`src/rtl/seq_match_pkg.sv`:
```
// Shared encodings for the seq_match scan controller and its pattern detector.
package seq_match_pkg;

  typedef enum logic [1:0] {
    IDLE = 2'd0,
    RUN  = 2'd1,
    DONE = 2'd2
  } ctrl_state_e;

  // Mk = k pattern symbols matched so far
  typedef enum logic [1:0] {
    M0 = 2'd0,
    M1 = 2'd1,
    M2 = 2'd2,
    M3 = 2'd3
  } det_state_e;

  // Pattern layout: [1:0] first symbol, [3:2] second, [5:4] third
  localparam logic [5:0] DEFAULT_PAT = 6'b11_10_01;

endpackage

```
`src/rtl/seq_match_det.sv`:
```
// Programmable 3-symbol detector with pattern register.
// hit is a registered one-cycle pulse after each step that lands in M3;
// hit_next is the same condition one cycle early so the controller can
// count and stop on the edge that enters M3.
module seq_match_det
  import seq_match_pkg::*;
(
  input  logic       clk,
  input  logic       reset,
  input  logic       clr,
  input  logic       step,
  input  logic [1:0] sym,
  input  logic       pat_we,
  input  logic [5:0] pat,
  output logic       hit,
  output logic       hit_next
);

  det_state_e state_q, state_d;
  logic [5:0] pat_q, pat_d;
  logic       hit_q, hit_d;

  // Next-state: fixed fallback to M1 on a first-symbol hit, else M0; M3 behaves as M0
  always_comb begin
    state_d = state_q;
    pat_d   = pat_q;
    hit_d   = 1'b0;
    if (pat_we) begin
      pat_d = pat;
    end
    if (clr) begin
      state_d = M0;
    end else if (step) begin
      unique case (state_q)
        M0, M3: state_d = (sym == pat_q[1:0]) ? M1 : M0;
        M1:     state_d = (sym == pat_q[3:2]) ? M2 :
                          (sym == pat_q[1:0]) ? M1 : M0;
        M2:     state_d = (sym == pat_q[5:4]) ? M3 :
                          (sym == pat_q[1:0]) ? M1 : M0;
        default: state_d = M0;
      endcase
      hit_d = (state_d == M3);
    end
  end

  // Detector state, pattern and hit pulse registers
  always_ff @(posedge clk) begin
    if (reset) begin
      state_q <= M0;
      pat_q   <= DEFAULT_PAT;
      hit_q   <= 1'b0;
    end else begin
      state_q <= state_d;
      pat_q   <= pat_d;
      hit_q   <= hit_d;
    end
  end

  assign hit      = hit_q;
  assign hit_next = hit_d;

endmodule

```
`src/rtl/seq_match_ctrl.sv`:
```
// Scan controller: accepts start/scan_len, pulls scan_len symbols over
// valid/ready, drives seq_match_det and counts matches (saturating).
// Optional build macro STOP_ON_MATCH_EN: end the scan on the first match and
// report its 0-based symbol index on match_pos.
module seq_match_ctrl
  import seq_match_pkg::*;
#(
  parameter int LEN_W = 8,
  parameter int CNT_W = 8
) (
  input  logic             clk,
  input  logic             reset,
  input  logic             start,
  input  logic [LEN_W-1:0] scan_len,
  input  logic             cfg_we,
  input  logic [5:0]       cfg_pat,
  input  logic             in_valid,
  input  logic [1:0]       in_sym,
  output logic             in_ready,
  output logic             match,
  output logic [CNT_W-1:0] match_cnt,
  output logic             busy,
  output logic             done
`ifdef STOP_ON_MATCH_EN
  ,
  output logic [LEN_W-1:0] match_pos
`endif
);

  ctrl_state_e      state_q, state_d;
  logic [LEN_W-1:0] rem_q, rem_d;
  logic [CNT_W-1:0] cnt_q, cnt_d;
  logic             in_ready_q, in_ready_d;
  logic             busy_q, busy_d;
  logic             done_q, done_d;
`ifdef STOP_ON_MATCH_EN
  logic [LEN_W-1:0] idx_q, idx_d;
  logic [LEN_W-1:0] pos_q, pos_d;
`endif

  logic consume;
  logic start_ok;
  logic det_pat_we;
  logic det_hit;
  logic det_hit_next;

  // in_ready_q is high exactly when state_q==RUN
  assign consume    = in_valid & in_ready_q;
  assign start_ok   = (state_q == IDLE) & start;
  assign det_pat_we = (state_q == IDLE) & cfg_we;

  seq_match_det u_det (
    .clk      (clk),
    .reset    (reset),
    .clr      (start_ok),
    .step     (consume),
    .sym      (in_sym),
    .pat_we   (det_pat_we),
    .pat      (cfg_pat),
    .hit      (det_hit),
    .hit_next (det_hit_next)
  );

  // Control FSM next-state, remaining/match counters and registered outputs
  always_comb begin
    state_d = state_q;
    rem_d   = rem_q;
    cnt_d   = cnt_q;
`ifdef STOP_ON_MATCH_EN
    idx_d   = idx_q;
    pos_d   = pos_q;
`endif
    unique case (state_q)
      IDLE: begin
        if (start) begin
          cnt_d = '0;
`ifdef STOP_ON_MATCH_EN
          idx_d = '0;
          pos_d = '1;
`endif
          if (scan_len != '0) begin
            state_d = RUN;
            rem_d   = scan_len;
          end else begin
            state_d = DONE;
          end
        end
      end
      RUN: begin
        if (consume) begin
          rem_d = rem_q - 1'b1;
          if (det_hit_next && (cnt_q != '1)) begin
            cnt_d = cnt_q + 1'b1;
          end
          if (rem_q == LEN_W'(1)) begin
            state_d = DONE;
          end
`ifdef STOP_ON_MATCH_EN
          idx_d = idx_q + 1'b1;
          if (det_hit_next) begin
            pos_d   = idx_q;
            state_d = DONE;
          end
`endif
        end
      end
      DONE:    state_d = IDLE;
      default: state_d = IDLE;
    endcase
    in_ready_d = (state_d == RUN);
    busy_d     = (state_d == RUN);
    done_d     = (state_d == DONE);
  end

  // Control state and output registers
  always_ff @(posedge clk) begin
    if (reset) begin
      state_q    <= IDLE;
      rem_q      <= '0;
      cnt_q      <= '0;
      in_ready_q <= 1'b0;
      busy_q     <= 1'b0;
      done_q     <= 1'b0;
`ifdef STOP_ON_MATCH_EN
      idx_q      <= '0;
      pos_q      <= '1;
`endif
    end else begin
      state_q    <= state_d;
      rem_q      <= rem_d;
      cnt_q      <= cnt_d;
      in_ready_q <= in_ready_d;
      busy_q     <= busy_d;
      done_q     <= done_d;
`ifdef STOP_ON_MATCH_EN
      idx_q      <= idx_d;
      pos_q      <= pos_d;
`endif
    end
  end

  assign in_ready  = in_ready_q;
  assign busy      = busy_q;
  assign done      = done_q;
  assign match     = det_hit;
  assign match_cnt = cnt_q;
`ifdef STOP_ON_MATCH_EN
  assign match_pos = pos_q;
`endif

endmodule

```
`config.mk`:
```
export PLATFORM = sky130hd
export DESIGN_NAME = seq_match_ctrl
export DESIGN_NICKNAME = d
export VERILOG_FILES = /design/src/rtl/seq_match_pkg.sv /design/src/rtl/seq_match_det.sv /design/src/rtl/seq_match_ctrl.sv
export SDC_FILE = /design/constraint.sdc
export NUM_CORES = 1
export LEC_CHECK = 0
export CORE_ASPECT_RATIO = 1.5
export CORE_MARGIN = 2
export CORE_UTILIZATION = 42
export CTS_BUF_LIST = sky130_fd_sc_hd__clkbuf_8
export DETAILED_ROUTE_END_ITERATION = 10
export GPL_TIMING_DRIVEN = 0
export PLACE_DENSITY_LB_ADDON = 0.1
export SYNTH_ARGS = -nofsm -noshare
export SYNTH_HDL_FRONTEND = slang
export SYNTH_SLANG_ARGS = --single-unit
```
`constraint.sdc`:
```
create_clock -name clk -period 2.65 [get_ports clk]
set_input_delay 0.265 -clock clk [delete_from_list [all_inputs] [get_ports clk]]
set_output_delay 0.265 -clock clk [all_outputs]
set_load 0.005 [all_outputs]
```
Word level (Yosys, flattened, before mapping)
Cells that the tools add are included.
{"block": "word_totals", "ff_bits": 29, "latchBits": 0, "ramBits": 0, "mem_bits_ro": 0, "inputBits": 21, "output_inout_bits": 12, "n_memories": 0}
{"block": "op_classes", "n_addsub": 2, "n_mul": 0, "div": 0, "magnitude_cmp": 0, "n_eq_ne": 16, "n_shift": 0, "muxes": 21, "bitwise": 3, "n_reduce_logical": 9}
{"operator": "$mux W8", "n": 6}
{"operator": "$pmux W8 S2", "n": 2}
{"operator": "$mux W2", "n": 8}
{"operator": "$add A8 B1 Y8 const B", "n": 1}
{"operator": "$eq A2 B2 Y1 const B", "n": 4}
{"operator": "$eq A8 B1 Y1 const B", "n": 1}
{"operator": "$ne A8 B8 Y1 const B", "n": 1}
{"operator": "$reduce_and A4 Y1", "n": 2}
{"operator": "$reduce_bool A8 Y1", "n": 1}
{"operator": "$sub A8 B1 Y8 const B", "n": 1}
{"operator": "$eq A2 B1 Y1 const B", "n": 3}
{"operator": "$eq A2 B2 Y1", "n": 3}
{"operator": "$ne A2 B2 Y1 const B", "n": 3}
{"operator": "$pmux W2 S3", "n": 1}
{"operator": "$logic_not A2 Y1", "n": 2}
{"operator": "$pmux W2 S2", "n": 1}
{"operator": "$reduce_or A2 Y1", "n": 2}
{"operator": "$and A1 B1 Y1", "n": 3}
{"operator": "$mux W1", "n": 3}
{"operator": "$ne A2 B1 Y1 const B", "n": 1}
{"operator": "$reduce_bool A2 Y1", "n": 1}
{"operator": "$logic_and A1 B1 Y1", "n": 1}

Depth between registers and ports, before layout
Gate-level depths: netlist of the first run.
{"block": "depth", "ltp_word": 13, "depth_mapped": 7}

By module
A second synthesis of the first run with hierarchy kept.
{"block": "hier_totals", "hier_cells": 197, "area_unflattened_um2": 1730.4}
{"mod": "seq_match_ctrl", "instances": 1, "cells_each": 147, "area_each_um2": 1242.4, "seq_area_each_um2": 400.4}
{"mod": "seq_match_det", "instances": 1, "cells_each": 50, "area_each_um2": 488.0, "seq_area_each_um2": 180.2}

Worst setup path after synthesis of the first run
OpenSTA, ideal clock, no wires.
{"block": "synth_path", "kind": "register -> register", "from": "register u_det.state_q[0]", "to": "register cnt_q[4] (netlist: match_cnt[4])", "setup_ns": 0.070, "t_arrival_ns": 1.861, "required_time_ns": 2.580, "slack_ns": 0.719, "path_stages_with_launch": 7, "synth_period_minus_slack_ns": 1.931, "path_cell_list": "dfxtp_1 -> inv_1 -> ha_1 -> or2_2 -> a211o_1 -> or4_1 -> a21oi_1"}
{"block": "synth_via", "elab_chain_cells": 11, "elab_cells_between_ends": 14, "classes_between": "5 x eq/ne; 5 x mux; 4 x reduce/logical"}
{"element": "from (decl)", "line": "seq_match_det.sv:19", "text": "det_state_e state_q, state_d;"}
{"element": "from (signal assigned)", "line": "seq_match_det.sv:53", "text": "state_q <= state_d;"}
{"element": "$eq A2 B2 Y1 or $logic_not A2 Y1 (tied branches)", "line": "seq_match_det.sv:34", "text": "unique case (state_q)"}
{"element": "$reduce_or A2 Y1", "line": "seq_match_det.sv:34"}
{"element": "$pmux W2 S3 *", "line": "seq_match_det.sv:34"}
{"element": "$mux W2 *", "line": "seq_match_det.sv:33", "text": "end else if (step) begin"}
{"element": "$mux W2 *", "line": "seq_match_det.sv:31", "text": "if (clr) begin"}
{"element": "$eq A2 B2 Y1 *", "line": "seq_match_det.sv:42", "text": "hit_d = (state_d == M3);"}
{"element": "$mux W1 *", "line": "seq_match_det.sv:33"}
{"element": "$mux W1 *", "line": "seq_match_det.sv:31"}
{"element": "$logic_and A1 B1 Y1 *", "line": "seq_match_ctrl.sv:92", "text": "if (det_hit_next && (cnt_q != '1)) begin"}
{"element": "$ne A2 B2 Y1 (no source line) *"}
{"element": "$reduce_and A4 Y1 (no source line) *"}
{"element": "to (signal assigned)", "line": "seq_match_ctrl.sv:131", "text": "cnt_q <= cnt_d;"}
{"element": "to (decl)", "line": "seq_match_ctrl.sv:32", "text": "logic [CNT_W-1:0] cnt_q, cnt_d;"}
Mark *: on every way between the ends. The rest lies on a longest branch, timed or not. The select of a mux whose other input is x is not followed.
A chain may end at the register's enable or synchronous reset.

Worst setup path in the final report of the first run
{"block": "layout_path", "from": "register state_q[0]", "to": "register cnt_q[0] (netlist: match_cnt[0])"}
{"block": "layout_via", "elab_chain_cells": 6, "elab_cells_between_ends": 11, "classes_between": "4 x eq/ne; 2 x mux; 1 x bitwise; 4 x reduce/logical"}
{"element": "from (decl)", "line": "seq_match_ctrl.sv:30", "text": "ctrl_state_e state_q, state_d;"}
{"element": "from (signal assigned)", "line": "seq_match_ctrl.sv:129", "text": "state_q <= state_d;"}
{"element": "$logic_not A2 Y1", "line": "seq_match_ctrl.sv:49, seq_match_ctrl.sv:73"}
{"element": "$and A1 B1 Y1", "line": "seq_match_ctrl.sv:49", "text": "assign start_ok = (state_q == IDLE) & start;"}
{"element": "$mux W1", "line": "seq_match_det.sv:31"}
{"element": "$logic_and A1 B1 Y1", "line": "seq_match_ctrl.sv:92"}
{"element": "$ne A2 B2 Y1 (no source line)"}
{"element": "$reduce_and A4 Y1 (no source line)"}
Several ways; a longest one is shown, not always the timed one.

==> metrics.txt, run 1 <==
status finished, final reports clean; max-cap viol count 0; final period demand of the worst path ~2100 ps; worst skew pair latency 280 ps; class of the most critical hold timing path register to register; met2 Usage GRT 35.5%; initial antenna violation count 0; wire length per cell 14.1 um; Lkg Pwr 0.758 nW; via-per-instance ratio 5.56; TritonCTS clock tree built; crit path setup slack, layout 504 ps; pwr dens 492 mW/mm^2; final hold violations 0; critical path class register to register; Synth-to-Final Area Change 28.5%; Most Crowded Layer GR met2; maximum net fanout on the critical path 10; row count 27; count of placed standard cells in the final layout, fillers left out 271; number of iterations in the first detailed-routing pass 4; overall die width between 50 and 60 um; overall routing resource usage slightly below 20%; leading cell types in the layout, fill and taps excluded sky130_fd_sc_hd__clkdlybuf4s50_1, sky130_fd_sc_hd__dfxtp_1, sky130_fd_sc_hd__a21oi_1; vias 1506; Critical Path RT 2860 ps; worst slew pin tran 751 ps; Post-DRT Antenna Nets 0; CTS Buf Count 5; via count of the first global-routing pass 1447; H-Tree Depth 2; CP arrival between 2000 and 2500 ps; number of flip-flops and latches in the synthesized netlist 29; Worst setup SP type register; # diodes 0; fmax approximately 470 MHz; Core Footprint between 0.003 and 0.004 mm^2; Core Util, Final 56.4%; hold buffer count at cts 0; fin nets roughly 250; maximum root-to-sink buffer count 2; Total Die Area 0.00437 mm^2; first-pass GRT wire length 6190 um; RSZ-0062 raised after global routing false; synthesized netlist net count 215; final sum of negative setup slack 0 ps; post-CTS setup-driven buffer insertion count 0; I/O pins 33; share of cells above drive strength 1 6.14%; routed wire length 3830 um; weighted congestion at the end of routability-driven global placement 0.824; largest net degree at the start of global routing 11; Final Instance Area 0.00208 mm^2; worst slack at placement 377 ps; Max rail drop VDD 0.472 mV; number of enable-type register cells in the synthesized netlist 0; synth warn 0; Detailed Route Iter0 Violations 22; kind of end point of the critical path register; placed instance count 264; synthesized instance count 189; worst-case clock skew 4.89 ps; count of final max-slew check failures 0; most common library cell in the layout ignoring fill and taps sky130_fd_sc_hd__clkdlybuf4s50_1; average footprint of a synthesized cell between 8 and 9 um^2; clock root cell sky130_fd_sc_hd__clkbuf_8; total of buffers placed on input and output ports 32; height of the chip 80.0 um; share of flip-flops with an asynchronous set or reset 0%; CTS sink count 29; met3 demand-to-capacity share in global routing under 10%; clock slew at reported path FFs around 60 ps; instance area at placement 0.00199 mm^2; detailed-placement wirelength estimate 3070 um; portion of the post-synthesis area used by sequential elements 35.9%; met1 routing resource usage after global routing 19.8%; # setup viols final 0; remaining global-route overflow 0; period utilization 81.0%; Resized Gates After CTS 0; count of unresolved DRC violations after routing 0; effective utilization at floorplan 43.9%; Yosys cell types 49; dominant register cell in the synthesized netlist sky130_fd_sc_hd__dfxtp_1; area of the mapped netlist 0.00162 mm^2; final-layout fill cell count about 370; Slew HR about 50%
## cell usage after synthesis (3+ instances only)
master / count / area, um^2
sky130_fd_sc_hd__clkbuf_1: 4 / 15.0
sky130_fd_sc_hd__nor2b_1: 6 / 37.5
sky130_fd_sc_hd__nor2_1: 10 / 37.5
sky130_fd_sc_hd__dfxtp_1: 29 / 581
sky130_fd_sc_hd__and2_1: 3 / 18.8
sky130_fd_sc_hd__nand2_1: 15 / 56.3
sky130_fd_sc_hd__nor3_1: 3 / 15.0
sky130_fd_sc_hd__mux2i_1: 6 / 60.1
sky130_fd_sc_hd__a21o_1: 3 / 22.5
sky130_fd_sc_hd__nand4_1: 3 / 18.8
sky130_fd_sc_hd__a211oi_1: 6 / 45.0
sky130_fd_sc_hd__inv_1: 6 / 22.5
sky130_fd_sc_hd__nand3_1: 11 / 55.1
sky130_fd_sc_hd__nor4_1: 3 / 18.8
sky130_fd_sc_hd__a211o_1: 5 / 43.8
sky130_fd_sc_hd__nand2b_1: 7 / 43.8
sky130_fd_sc_hd__a21oi_1: 16 / 80.1
sky130_fd_sc_hd__ha_1: 5 / 62.6
sky130_fd_sc_hd__o21ai_0: 8 / 40.0
sky130_fd_sc_hd__xnor2_1: 6 / 52.6
## area by class of cell
type | count | area, um^2 | area share [%]
sequential | 29 | 581 | 28.0
clock buffer | 6 | 82.6 | 3.98
multi-input combinational | 147 | 982 | 47.3
tap | 43 | 53.8 | 2.59
buffer | 7 | 31.3 | 1.51
inverter | 6 | 22.5 | 1.08
timing repair buffer | 32 | 320 | 15.4
clock inverter | 1 | 3.75 | 0.181
## cell families (layout without fill, tap and decap cells)
family | after synthesis | count (layout) | share of synthesized area (%)
AOI/OAI and AO/OA | 59 | 59 | 26.2
xor gates and xnor gates | 6 | 6 | 3.25
adders and majority gates | 5 | 5 | 3.87
buffers and inverters | 13 | 52 | 3.33
DFF | 29 | 29 | 35.9
muxes | 6 | 6 | 3.72
and+or+nand+nor | 71 | 71 | 23.7
## state kept, by name, summed over array words and instances, names as in the netlist
signal         flops
busy               1
done               1
match_cnt          8
rem_q              8
state_q            2
u_det.hit          1
u_det.pat_q        6
u_det.state_q      2
## report_power, final
group          internal [W]  switching [W]
sequential         0.000457      0.0000179
clock              0.000202       0.000160
combinational     0.0000926      0.0000930
total              0.000751       0.000271
## critical path: stages, from the launching register on
cell and delay, ps:
sky130_fd_sc_hd__dfxtp_1 390, sky130_fd_sc_hd__clkbuf_1 360, sky130_fd_sc_hd__nor2_1 170, sky130_fd_sc_hd__a21oi_1 650, sky130_fd_sc_hd__o21ai_0 310, sky130_fd_sc_hd__mux2i_1 190
## path summary, 6_finish.rpt
check                           slack, ps  depth (start not counted)                  start                         to
worst max-delay path                  500                          5  state_q[0]$_SDFF_PP0_  match_cnt[0]$_SDFFE_PP0P_
worst min-delay path                  480                          2  rem_q[6]$_SDFFE_PP0P_      rem_q[6]$_SDFFE_PP0P_
worst max register to register        500                          5  state_q[0]$_SDFF_PP0_  match_cnt[0]$_SDFFE_PP0P_
worst min register to register        480                          2  rem_q[6]$_SDFFE_PP0P_      rem_q[6]$_SDFFE_PP0P_
## through the flow
stage / hold slack (ps) / total power [W]
floorplan: 383 / 0.000599
global placement: 464 / 0.000665
detailed placement: 469 / 0.000670
CTS: 478 / 0.00103
global route: 501 / 0.00108
finish: 477 / 0.00102
## metal layers
metal,wire length (um),up-vias
met4,53,0
met5,0,-
met3,139,6
met1,1520,700
li1,-,773
met2,2110,27
Note: power is estimated with default switching activity, not from simulation.
==> run 2: changes to the inputs <==
- clock period: 2.65 -> 1.85 ns (I/O delays scaled with it)
==> run 2 against run 1 <==
Compared with the run above:
- global-route usage up 1.1 points
- non-clock buffer count up 1
- sequential power up 44%
- via count up 7.8%
- die area unchanged
- largest power group unchanged
- maximum frequency up 18%
- clock skew up 3.0 ps
- critical path type unchanged
- total power up 52%
- clock-buffer cell count up 1
==> metrics.txt, run 2 (synthesis results as in run 1) <==
status finished, final reports clean (unchanged); Max rail drop VDD 0.506 mV (was 0.472 mV); weighted congestion at the end of routability-driven global placement 0.921 (was 0.824); vias 1623 (was 1506); fmax 549 MHz (was 466 MHz); critical path class register to register (unchanged); Critical R2R Capture match_cnt[4]$_SDFFE_PP0P_ (was match_cnt[0]$_SDFFE_PP0P_); total of buffers placed on input and output ports 32 (unchanged); pwr dens 698 mW/mm^2 (was 492 mW/mm^2); placed instance count 264 (unchanged); count of unresolved DRC violations after routing 0 (unchanged); remaining global-route overflow 0 (unchanged); via-per-instance ratio 5.95 (was 5.56); Lkg Pwr 0.817 nW (was 0.758 nW); CTS Buf Count 5 (unchanged); worst skew pair latency 280 ps (about the same); period utilization 98.5% (was 81.0%); Final Instance Area 0.00222 mm^2 (was 0.00208 mm^2); height of the chip 80.0 um (unchanged); Reg area 584 um^2 (was 581 um^2); effective utilization at floorplan 43.9% (unchanged); cell depth of the worst hold path 2 (unchanged); TritonCTS clock tree built (unchanged); largest net degree at the start of global routing 11 (unchanged); Post-DRT Antenna Nets 0 (unchanged); maximum net fanout on the critical path 4 (was 10); Critical Path RT 2070 ps (was 2860 ps); fin nets 255 (was 254); Core Footprint 0.00368 mm^2 (unchanged); Min-Delay Endpoint rem_q[6]$_SDFFE_PP0P_ (unchanged); I/O pins 33 (unchanged); overall routing resource usage 20.5% (was 19.4%); Synth-to-Final Area Change 37.4% (was 28.5%); max-cap viol count 0 (unchanged); class of the most critical hold timing path register to register (unchanged); CTS sink count 29 (unchanged); Slew HR 48.0% (was 49.9%); count of placed standard cells in the final layout, fillers left out 273 (was 271); post-layout power 0.00155 W (was 0.00102 W); row count 27 (unchanged); Detailed Route Iter0 Violations 49 (was 22); H-Tree Depth 2 (unchanged); Total Die Area 0.00437 mm^2 (unchanged); footprint of the multi-input gates 0.00109 mm^2 (was 982 um^2); overall die width 54.7 um (unchanged); most common library cell in the layout ignoring fill and taps sky130_fd_sc_hd__clkdlybuf4s50_1 (unchanged); wire length per cell 15.4 um (was 14.1 um); number of iterations in the first detailed-routing pass 4 (unchanged); final-layout fill cell count 329 (was 365); via count of the first global-routing pass 1535 (was 1447); cell depth of the worst flop-to-flop path 6 (was 5); # diodes 0 (unchanged); clock slew at reported path FFs 70 ps (was 60 ps); kind of end point of the critical path register (unchanged); instance area at placement 0.00201 mm^2 (was 0.00199 mm^2); initial antenna violation count 0 (unchanged); leading cell types in the layout, fill and taps excluded sky130_fd_sc_hd__clkdlybuf4s50_1, sky130_fd_sc_hd__dfxtp_1, sky130_fd_sc_hd__nand2_1 (was sky130_fd_sc_hd__clkdlybuf4s50_1, sky130_fd_sc_hd__dfxtp_1, sky130_fd_sc_hd__a21oi_1); # setup viols final 0 (unchanged); detailed-placement wirelength estimate 3130 um (was 3070 um); worst-case clock skew 7.88 ps (was 4.89 ps); worst slew pin tran 773 ps (was 751 ps); FF-to-FF Start u_det.state_q[0]$_SDFFE_PP0P_ (was state_q[0]$_SDFF_PP0_); first-pass GRT wire length 6600 um (was 6190 um); RSZ-0062 raised after global routing true (was false); count of final max-slew check failures 0 (unchanged); final hold violations 0 (unchanged); clock root cell sky130_fd_sc_hd__clkbuf_8 (unchanged); routed wire length 4210 um (was 3830 um); maximum root-to-sink buffer count 2 (unchanged); final period demand of the worst path 1820 ps (was 2150 ps); share of cells above drive strength 1 16.5% (was 6.14%); Worst setup SP type register (unchanged); hold path startpoint rem_q[6]$_SDFFE_PP0P_ (unchanged); CP arrival 2040 ps (was 2350 ps); Register-to-Register Setup Slack 30 ps (was 500 ps)
-- run 2: power by group --
group | internal, W | switching, W
logic | 0.000140 | 0.000149
registers | 0.000654 | 0.0000287
clock network | 0.000336 | 0.000243
total | 0.00113 | 0.000421
-- run 2: repair_timing --
item,in CTS,in global routing
setup buffers,0,2
hold buffers,0,0
setup endpoints to repair,8,21
resized for setup,6,19
endpoints found under the hold margin,0,0
pin swaps,2,5
-- run 2: worst max path at each step --
stage | startpoint | endpoint | slack [ps] | cells past startpoint
2_1_floorplan | u_det.state_q[0]$_SDFFE_PP0P_ | match_cnt[4]$_SDFFE_PP0P_ | 70 | 6
3_3_place_gp | in_sym[0] | match_cnt[5]$_SDFFE_PP0P_ | -350 | 6
3_5_place_dp | in_sym[1] | match_cnt[5]$_SDFFE_PP0P_ | -380 | 6
4_1_cts | scan_len[6] | rem_q[1]$_SDFFE_PP0P_ | 5 | 6
5_1_grt | u_det.state_q[0]$_SDFFE_PP0P_ | match_cnt[4]$_SDFFE_PP0P_ | -20 | 6
6_report | u_det.state_q[0]$_SDFFE_PP0P_ | match_cnt[4]$_SDFFE_PP0P_ | 30 | 6
-- run 2: layer usage --
layer	vias to the layer above	GRT usage, %	part of all wire, %
met3	8	4.12	4.9
met4	0	10.8	2.2
met5	-	0	0
li1	781	-	-
met1	775	21.9	37
met2	59	35.6	55
-- run 2: worst max-delay path, stage by stage (launching register included) --
cell,delay [ps]
sky130_fd_sc_hd__dfxtp_2,340
sky130_fd_sc_hd__inv_2,50
sky130_fd_sc_hd__ha_4,220
sky130_fd_sc_hd__or2_4,250
sky130_fd_sc_hd__a211o_1,290
sky130_fd_sc_hd__or4_4,490
sky130_fd_sc_hd__a21oi_2,130
-- run 2: cell type report --
| class | instances | area share, % |
|---|---|---|
| plain buffers | 6 | 1.41 |
| inverters | 6 | 1.01 |
| multi-input cells | 147 | 49.0 |
| clock inverters | 1 | 0.225 |
| clock buffers | 7 | 4.34 |
| flip-flops and latches | 29 | 26.3 |
| well taps | 43 | 2.42 |
| repair buffers | 34 | 15.3 |
-- run 2: through the flow --
step / setup TNS (ps) / setup slack (ps) / utilization, % / hold WS (ps)
after floorplan: 0 / 72.1 / - / 303
after global placement: -3590 / -355 / 54.5 / 471
after detailed placement: -4110 / -382 / 54.5 / 473
after CTS: 0 / 4.56 / 58.0 / 482
after global routing: -26.3 / -21.3 / 60.3 / 500
final: 0 / 27.2 / 60.3 / 478
